==> config.mk <==
export PLATFORM = sky130hd
export DESIGN_NAME = motor_off_timer_flat
export DESIGN_NICKNAME = d
export VERILOG_FILES = /design/src/rtl/motor_off_timer_pkg.sv /design/src/rtl/motor_off_timer_if.sv /design/src/rtl/motor_off_timer_tick_prescaler.sv /design/src/rtl/motor_off_timer.sv /design/src/flat_wrapper.sv
export SDC_FILE = /design/constraint.sdc
export NUM_CORES = 1
export LEC_CHECK = 0
export BUFFER_PORTS_ARGS = -buffer_cell sky130_fd_sc_hd__buf_2
export CORE_UTILIZATION = 55
export CTS_CLUSTER_DIAMETER = 80
export DETAILED_ROUTE_END_ITERATION = 7
export PLACE_DENSITY = 0.85
export REMOVE_ABC_BUFFERS = 1
export SLEW_MARGIN = 20
export SYNTH_ARGS = -nofsm -noshare
export SYNTH_HDL_FRONTEND = slang
export SYNTH_HIERARCHICAL = 1
export SYNTH_SLANG_ARGS = --single-unit
export TNS_END_PERCENT = 5
==> constraint.sdc <==
create_clock -name i_clk -period 2.7 [get_ports i_clk]
set_clock_uncertainty 0.15 [all_clocks]
set_input_delay 0.27 -clock i_clk [delete_from_list [all_inputs] [get_ports i_clk]]
set_output_delay 0.27 -clock i_clk [all_outputs]
set_load 0.01 [all_outputs]
==> src/rtl/motor_off_timer_pkg.sv <==
// Shared definitions for the fan-motor auto-off timer and its neighbours
// (seven-segment display, PWM state FSM).
//   state_e       : countdown FSM state encoding
//   DEF_TICK_DIV  : default clock cycles per one-second tick
//   DEF_UNIT_SEC  : default seconds per unit of the time-select value
//   DEF_REM_W     : default remaining-seconds counter width (holds 31*60)
package motor_timer_pkg;

  typedef enum logic [1:0] {
    ST_IDLE    = 2'd0,
    ST_COUNT   = 2'd1,
    ST_EXPIRED = 2'd2
  } state_e;

  localparam int unsigned DEF_TICK_DIV = 100_000_000;
  localparam int unsigned DEF_UNIT_SEC = 60;
  localparam int unsigned DEF_REM_W    = 11;

endpackage

==> src/rtl/motor_off_timer_if.sv <==
// Control/status bundle between the auto-off timer and its environment.
//   i_timeSet  : selected duration in units (0 = no timer)
//   i_run      : motor running
//   o_remain   : remaining seconds
//   o_active   : countdown in progress
//   o_expire   : single-cycle expiry pulse
//   o_forceOff : level request to the PWM FSM to turn the motor off
// master = environment (time-select / PWM FSM / display), slave = timer.
interface motor_off_timer_if #(
  parameter int REM_W = 11
);
  logic [4:0]       i_timeSet;
  logic             i_run;
  logic [REM_W-1:0] o_remain;
  logic             o_active;
  logic             o_expire;
  logic             o_forceOff;

  modport master (
    output i_timeSet, i_run,
    input  o_remain, o_active, o_expire, o_forceOff
  );

  modport slave (
    input  i_timeSet, i_run,
    output o_remain, o_active, o_expire, o_forceOff
  );
endinterface

==> src/rtl/motor_off_timer_tick_prescaler.sv <==
// One-second tick generator for the auto-off timer.
//   i_clk     : system clock
//   i_reset_n : synchronous active-low reset
//   i_clear   : forces the count back to 0 (wins over counting)
//   o_tick    : high on the cycle the count equals TICK_DIV-1
module tick_prescaler
  import motor_timer_pkg::*;
#(
  parameter int unsigned TICK_DIV = DEF_TICK_DIV
) (
  input  logic i_clk,
  input  logic i_reset_n,
  input  logic i_clear,
  output logic o_tick
);

  localparam int unsigned CNT_W = (TICK_DIV > 1) ? $clog2(TICK_DIV) : 1;
  localparam logic [CNT_W-1:0] CNT_LAST = CNT_W'(TICK_DIV - 1);

  logic [CNT_W-1:0] cnt_q, cnt_d;

  always_comb begin
    cnt_d = cnt_q;
    if (i_clear) begin
      cnt_d = '0;
    end else if (cnt_q == CNT_LAST) begin
      cnt_d = '0;
    end else begin
      cnt_d = cnt_q + CNT_W'(1);
    end
  end

  always_ff @(posedge i_clk) begin
    if (!i_reset_n) begin
      cnt_q <= '0;
    end else begin
      cnt_q <= cnt_d;
    end
  end

  assign o_tick = (cnt_q == CNT_LAST);

endmodule

==> src/rtl/motor_off_timer.sv <==
// Auto-off countdown controller for the fan motor. Loads the selected
// duration while the motor runs, counts it down in one-second ticks and
// then holds a force-off request until the motor is seen stopped.
//   i_clk     : system clock, all logic on its rising edge
//   i_reset_n : synchronous active-low reset
//   bus       : motor_off_timer_if slave (time select, run, status outputs)
//
// state      | meaning
// -----------+-----------------------------------------------
// ST_IDLE    | no countdown, remain = 0, prescaler held clear
// ST_COUNT   | counting down remaining seconds
// ST_EXPIRED | countdown finished, forcing the motor off
module motor_off_timer
  import motor_timer_pkg::*;
#(
  parameter int unsigned TICK_DIV = DEF_TICK_DIV,
  parameter int unsigned UNIT_SEC = DEF_UNIT_SEC,
  parameter int unsigned REM_W    = DEF_REM_W
) (
  input  logic               i_clk,
  input  logic               i_reset_n,
  motor_off_timer_if.slave   bus
);

  localparam logic [REM_W-1:0] UNIT_W = REM_W'(UNIT_SEC);

  state_e           state_q, state_d;
  logic [REM_W-1:0] remain_q, remain_d;
  logic [4:0]       set_q, set_d;
  logic             expire_q, expire_d;
  logic             presc_clear;
  logic             tick;
  logic [REM_W-1:0] load_val;
  logic             ts_changed;

  tick_prescaler #(
    .TICK_DIV (TICK_DIV)
  ) u_presc (
    .i_clk     (i_clk),
    .i_reset_n (i_reset_n),
    .i_clear   (presc_clear),
    .o_tick    (tick)
  );

  assign load_val   = REM_W'(bus.i_timeSet) * UNIT_W;
  assign ts_changed = (bus.i_timeSet != set_q);

  always_ff @(posedge i_clk) begin
    if (!i_reset_n) begin
      state_q  <= ST_IDLE;
      remain_q <= '0;
      set_q    <= '0;
      expire_q <= 1'b0;
    end else begin
      state_q  <= state_d;
      remain_q <= remain_d;
      set_q    <= set_d;
      expire_q <= expire_d;
    end
  end

  // Priority inside COUNT: run drop, then time-select change, then tick.
  // A run drop or reload on the final tick therefore suppresses expiry.
  always_comb begin
    state_d     = state_q;
    remain_d    = remain_q;
    set_d       = set_q;
    expire_d    = 1'b0;
    presc_clear = 1'b0;
    unique case (state_q)
      ST_IDLE: begin
        presc_clear = 1'b1;
        remain_d    = '0;
        if (bus.i_run && (bus.i_timeSet != 5'd0)) begin
          state_d  = ST_COUNT;
          remain_d = load_val;
          set_d    = bus.i_timeSet;
        end
      end
      ST_COUNT: begin
        if (!bus.i_run) begin
          state_d     = ST_IDLE;
          remain_d    = '0;
          presc_clear = 1'b1;
        end else if (ts_changed) begin
          set_d       = bus.i_timeSet;
          presc_clear = 1'b1;
          if (bus.i_timeSet == 5'd0) begin
            state_d  = ST_IDLE;
            remain_d = '0;
          end else begin
            remain_d = load_val;
          end
        end else if (tick) begin
          if (remain_q == REM_W'(1)) begin
            state_d  = ST_EXPIRED;
            remain_d = '0;
            expire_d = 1'b1;
          end else if (remain_q != '0) begin
            remain_d = remain_q - REM_W'(1);
          end
        end
      end
      ST_EXPIRED: begin
        presc_clear = 1'b1;
        remain_d    = '0;
        if (!bus.i_run) begin
          state_d = ST_IDLE;
        end
      end
      default: begin
        state_d     = ST_IDLE;
        remain_d    = '0;
        presc_clear = 1'b1;
      end
    endcase
  end

  always_comb begin
    bus.o_remain   = remain_q;
    bus.o_active   = (state_q == ST_COUNT);
    bus.o_forceOff = (state_q == ST_EXPIRED);
    bus.o_expire   = expire_q;
  end

endmodule

==> src/flat_wrapper.sv <==
// flat-port wrapper written by rule: the top's interface ports become plain ports
module motor_off_timer_flat import motor_timer_pkg::*;
#(
  parameter int unsigned TICK_DIV = DEF_TICK_DIV,
  parameter int unsigned UNIT_SEC = DEF_UNIT_SEC,
  parameter int unsigned REM_W    = DEF_REM_W
)
  (i_clk, i_reset_n, bus_i_timeSet, bus_i_run, bus_o_remain, bus_o_active, bus_o_expire, bus_o_forceOff);
  motor_off_timer_if #(.REM_W(REM_W)) bus_i ();
  input  logic i_clk;
  input  logic i_reset_n;
  input wire logic [$bits(bus_i.i_timeSet)-1:0] bus_i_timeSet;
  input wire logic [$bits(bus_i.i_run)-1:0] bus_i_run;
  output wire logic [$bits(bus_i.o_remain)-1:0] bus_o_remain;
  output wire logic [$bits(bus_i.o_active)-1:0] bus_o_active;
  output wire logic [$bits(bus_i.o_expire)-1:0] bus_o_expire;
  output wire logic [$bits(bus_i.o_forceOff)-1:0] bus_o_forceOff;
  assign bus_i.i_timeSet = bus_i_timeSet;
  assign bus_i.i_run = bus_i_run;
  assign bus_o_remain = bus_i.o_remain;
  assign bus_o_active = bus_i.o_active;
  assign bus_o_expire = bus_i.o_expire;
  assign bus_o_forceOff = bus_i.o_forceOff;
  motor_off_timer #(.TICK_DIV(TICK_DIV), .UNIT_SEC(UNIT_SEC), .REM_W(REM_W)) u_core (.i_clk(i_clk), .i_reset_n(i_reset_n), .bus(bus_i));
endmodule
==> results.md <==
* Peak supply drop at 0.2776 mV
* Worst Path Class, Setup: input pin to register
* Cell row count at 26
* Post-Synth Adder-Cell Area at 0.1142
* TNS Setup at -0.2648 ns
* Final Hold Fails at 0
* Num CTS Buffers at 5
* Critical path arrival at 2.92 ns
* Longest Clk Path Bufs at 2
* Via-to-Cell Ratio at 6.619
* Max-cap violations at 0
* DR iter-0 viols at 435
* Area contributors post-synth: dfxtp_1 30%, ha_1 6.9%, fa_1 4.5%
* Clock transition at path regs at 0.09 ns
* Post-synthesis mux area share at 0.01943
* Outcome: finished with violations
* Post-route minimum period at 2.816 ns
* Delay-heaviest family, CP: adder cells
* Placer congestion estimate at 0.8443
* Least-Margin Pin Slew at 0.5858 ns
* Core Area at 0.005270 sq mm
* # diodes at 0
* Tot GR Track Use at 0.2839
* WL met3 at 770 microns
* Top cells by count, synth: 46 x dfxtp_1, 27 x nor2_1, 26 x inv_1, 19 x nand2_1, 17 x ha_1
* Worst slack, placed at -0.4449 ns
* Worst-path cell chain: buf_8 -> fa_2 -> fa_2 -> inv_2 -> fa_2 -> nand2b_4 -> a2111oi_4 -> a211oi_2 -> o22ai_1 -> a32o_2
* Relative slew slack at 0.6059
* Final worst slack at -0.1163 ns
* Cells after DPL at 468
* Crit start category: input pin
* YS warnings at 6
* Die Y at 76.96 microns
* Sink Count at 46
* CP max stage delay at 0.60 ns
* Number of buffers added on ports at 21
* Crit-path slowest cell: fa_2
* Routed WL per cell at 18.82 microns
* Final period utilization at 1.043
* Distinct cells, synth at 59
* WP buf/inv at 2
* Die area at 0.005923 sq mm
* Count leader, synth: dfxtp_1
* Synthesized instance count at 356
* Leakage at 1.445 nW
* Sequential share of the synthesized area at 0.2980
* Htree depth at 2
* Top Layer Used: met4
* NumNets Final at 439
* First-pass GRT wire length at 13,480 microns
* Mean post-synth cell area at 8.681 sq um
* Unrepaired setup endpoints after global routing: true
* Met2 Wirelength at 4061 microns
* Flops & latches, synth at 46
* Initial antenna violation count at 0
* Metal-1 WL at 3590 microns
* Compound-Gate Fraction of Synth Area at 0.1781
* Failing checks: setup timing
* Finished Core Util at 0.7099
* Largest net degree at the start of global routing at 21
* Worst hold path type: input pin to register
* Vias in the first global route at 2,834
* Share of layout cells above drive strength 1 at 0.2353
* Crit-path max FO at 4
* Main combinational cell family by area after synthesis: simple AND/OR/NAND/NOR gates
* Async SR Flop Fraction at 0
* CTS tree: built
* Via count at 3,164
* Grt ovf at 0
* Critical Path RT at 2.80 ns
* Area growth syn-to-layout at 21.05%
* Peak Freq at 355.1 MHz
* Power per cell area at 500.4 mW/mm^2
* Final-report setup violation count at 4
* Die Span X at 76.96 microns
* Num ports at 22
* Mapped Area at 0.003090 sq mm
* Pre-antenna DRT Iters at 5
* Primary FF master, synth: dfxtp_1
* Hold-fix buffers, CTS at 0
* Slew Limit Fails at 0
* Root Buffer: clkbuf_8
* ANT nets after route at 0
* Starting Density at 0.5864
* Synth area leader: dfxtp_1
* DRT Wirelength at 8994 microns
* XOR/XNOR Fraction of Synth Area at 0.06235
* Post-synth EDFFs at 0
* CP dominant cell by count: fa_2
* Synth top area share at 0.2980
* Residual DRC at 0
* Non-filler cells in the finished layout at 478
* Worst-Skew Late Latency at 0.31 ns
* Final HPWL DP at 5414 microns
* Post-Synth Simple-Gate Area at 0.2769
* Critical path endpoint category: register
[where the power goes]
group / internal (mW) / total, mW / leakage [nW] / switching [mW]
sequential: 0.699 / 0.730 / 0.373 / 0.0306
clock: 0.278 / 0.530 / 0.0585 / 0.252
combinational: 0.275 / 0.613 / 1.01 / 0.338
total: 1.25 / 1.87 / 1.45 / 0.620
[layer usage]
metal	up-vias	global-route usage
met5	-	0
met3	76	0.05952
met2	228	0.4500
met1	1450	0.3657
li1	1410	-
met4	0	0.1365
[layout by cell type, fill, tap and decap left out, types with 10 or more instances in the layout]
cell type / synthesis / final
a21oi_1: 15 / 14
buf_2: 4 / 19
buf_4: 1 / 32
dfxtp_1: 46 / 46
ha_1: 17 / 13
inv_1: 26 / 25
nand2_1: 19 / 19
nand3_1: 15 / 15
nand4_1: 10 / 10
nor2_1: 27 / 25
nor2b_1: 12 / 12
nor3_1: 11 / 11
xnor2_1: 14 / 14
[cells by family after synthesis]
logic type | count (synthesis)
adders and majority gates | 24
DFF | 46
AOI/OAI and AO/OA | 74
and+or+nand+nor | 148
buffers and inverters | 36
xor gates and xnor gates | 22
muxes | 6
[repair_timing]
item	in CTS	in global routing
gates resized for setup	17	18
setup endpoints to repair	3	4
pin swaps	6	12
setup buffers	1	1
[layout make-up]
type	count	area (sq um)
clock buffers	5	68.82
clock inverters	3	43.79
fillers	366	1529
inverters	26	97.59
multi-input cells	274	2146
flip-flops and latches	46	920.9
well taps	70	87.58
repair buffers	54	376.6
[registers in the layout (all words and copies together), names as in the netlist]
register              count
u_core/bus.o_expire       1
u_core/bus.o_remain      11
u_core/set_q              5
u_core/state_q            2
u_core/u_presc/cnt_q     27
[tightest hold or removal path, cell delays in order]
cell and delay, ns:
buf_8 0.09, mux2i_1 0.06, nor2b_1 0.09
[worst paths after layout]
check	from	to	slack, ns	cells past startpoint
min	bus_i_timeSet[1]	u_core/set_q[1]$_SDFFE_PN0P_	0.1	3
min reg2reg	u_core/u_presc/cnt_q[0]$_SDFF_PP0_	u_core/u_presc/cnt_q[0]$_SDFF_PP0_	0.32	1
max reg2reg	u_core/u_presc/cnt_q[18]$_SDFF_PP0_	u_core/bus.o_remain[9]$_SDFFE_PN0P_	0.01	8
max	bus_i_timeSet[2]	u_core/bus.o_remain[10]$_SDFFE_PN0P_	-0.12	10
[metrics by stage]
step	cell area, sq um	total power, mW	hold WS (ns)
6_report	3741	1.872	0.09570
5_1_grt	3741	1.947	0.1234
4_1_cts	3651	1.750	0.1047
3_5_place_dp	3456	1.181	0.2983
3_3_place_gp	3456	1.161	0.2848
2_1_floorplan	3030	1.022	0.2338
Note: power is estimated with default switching activity, not from simulation.
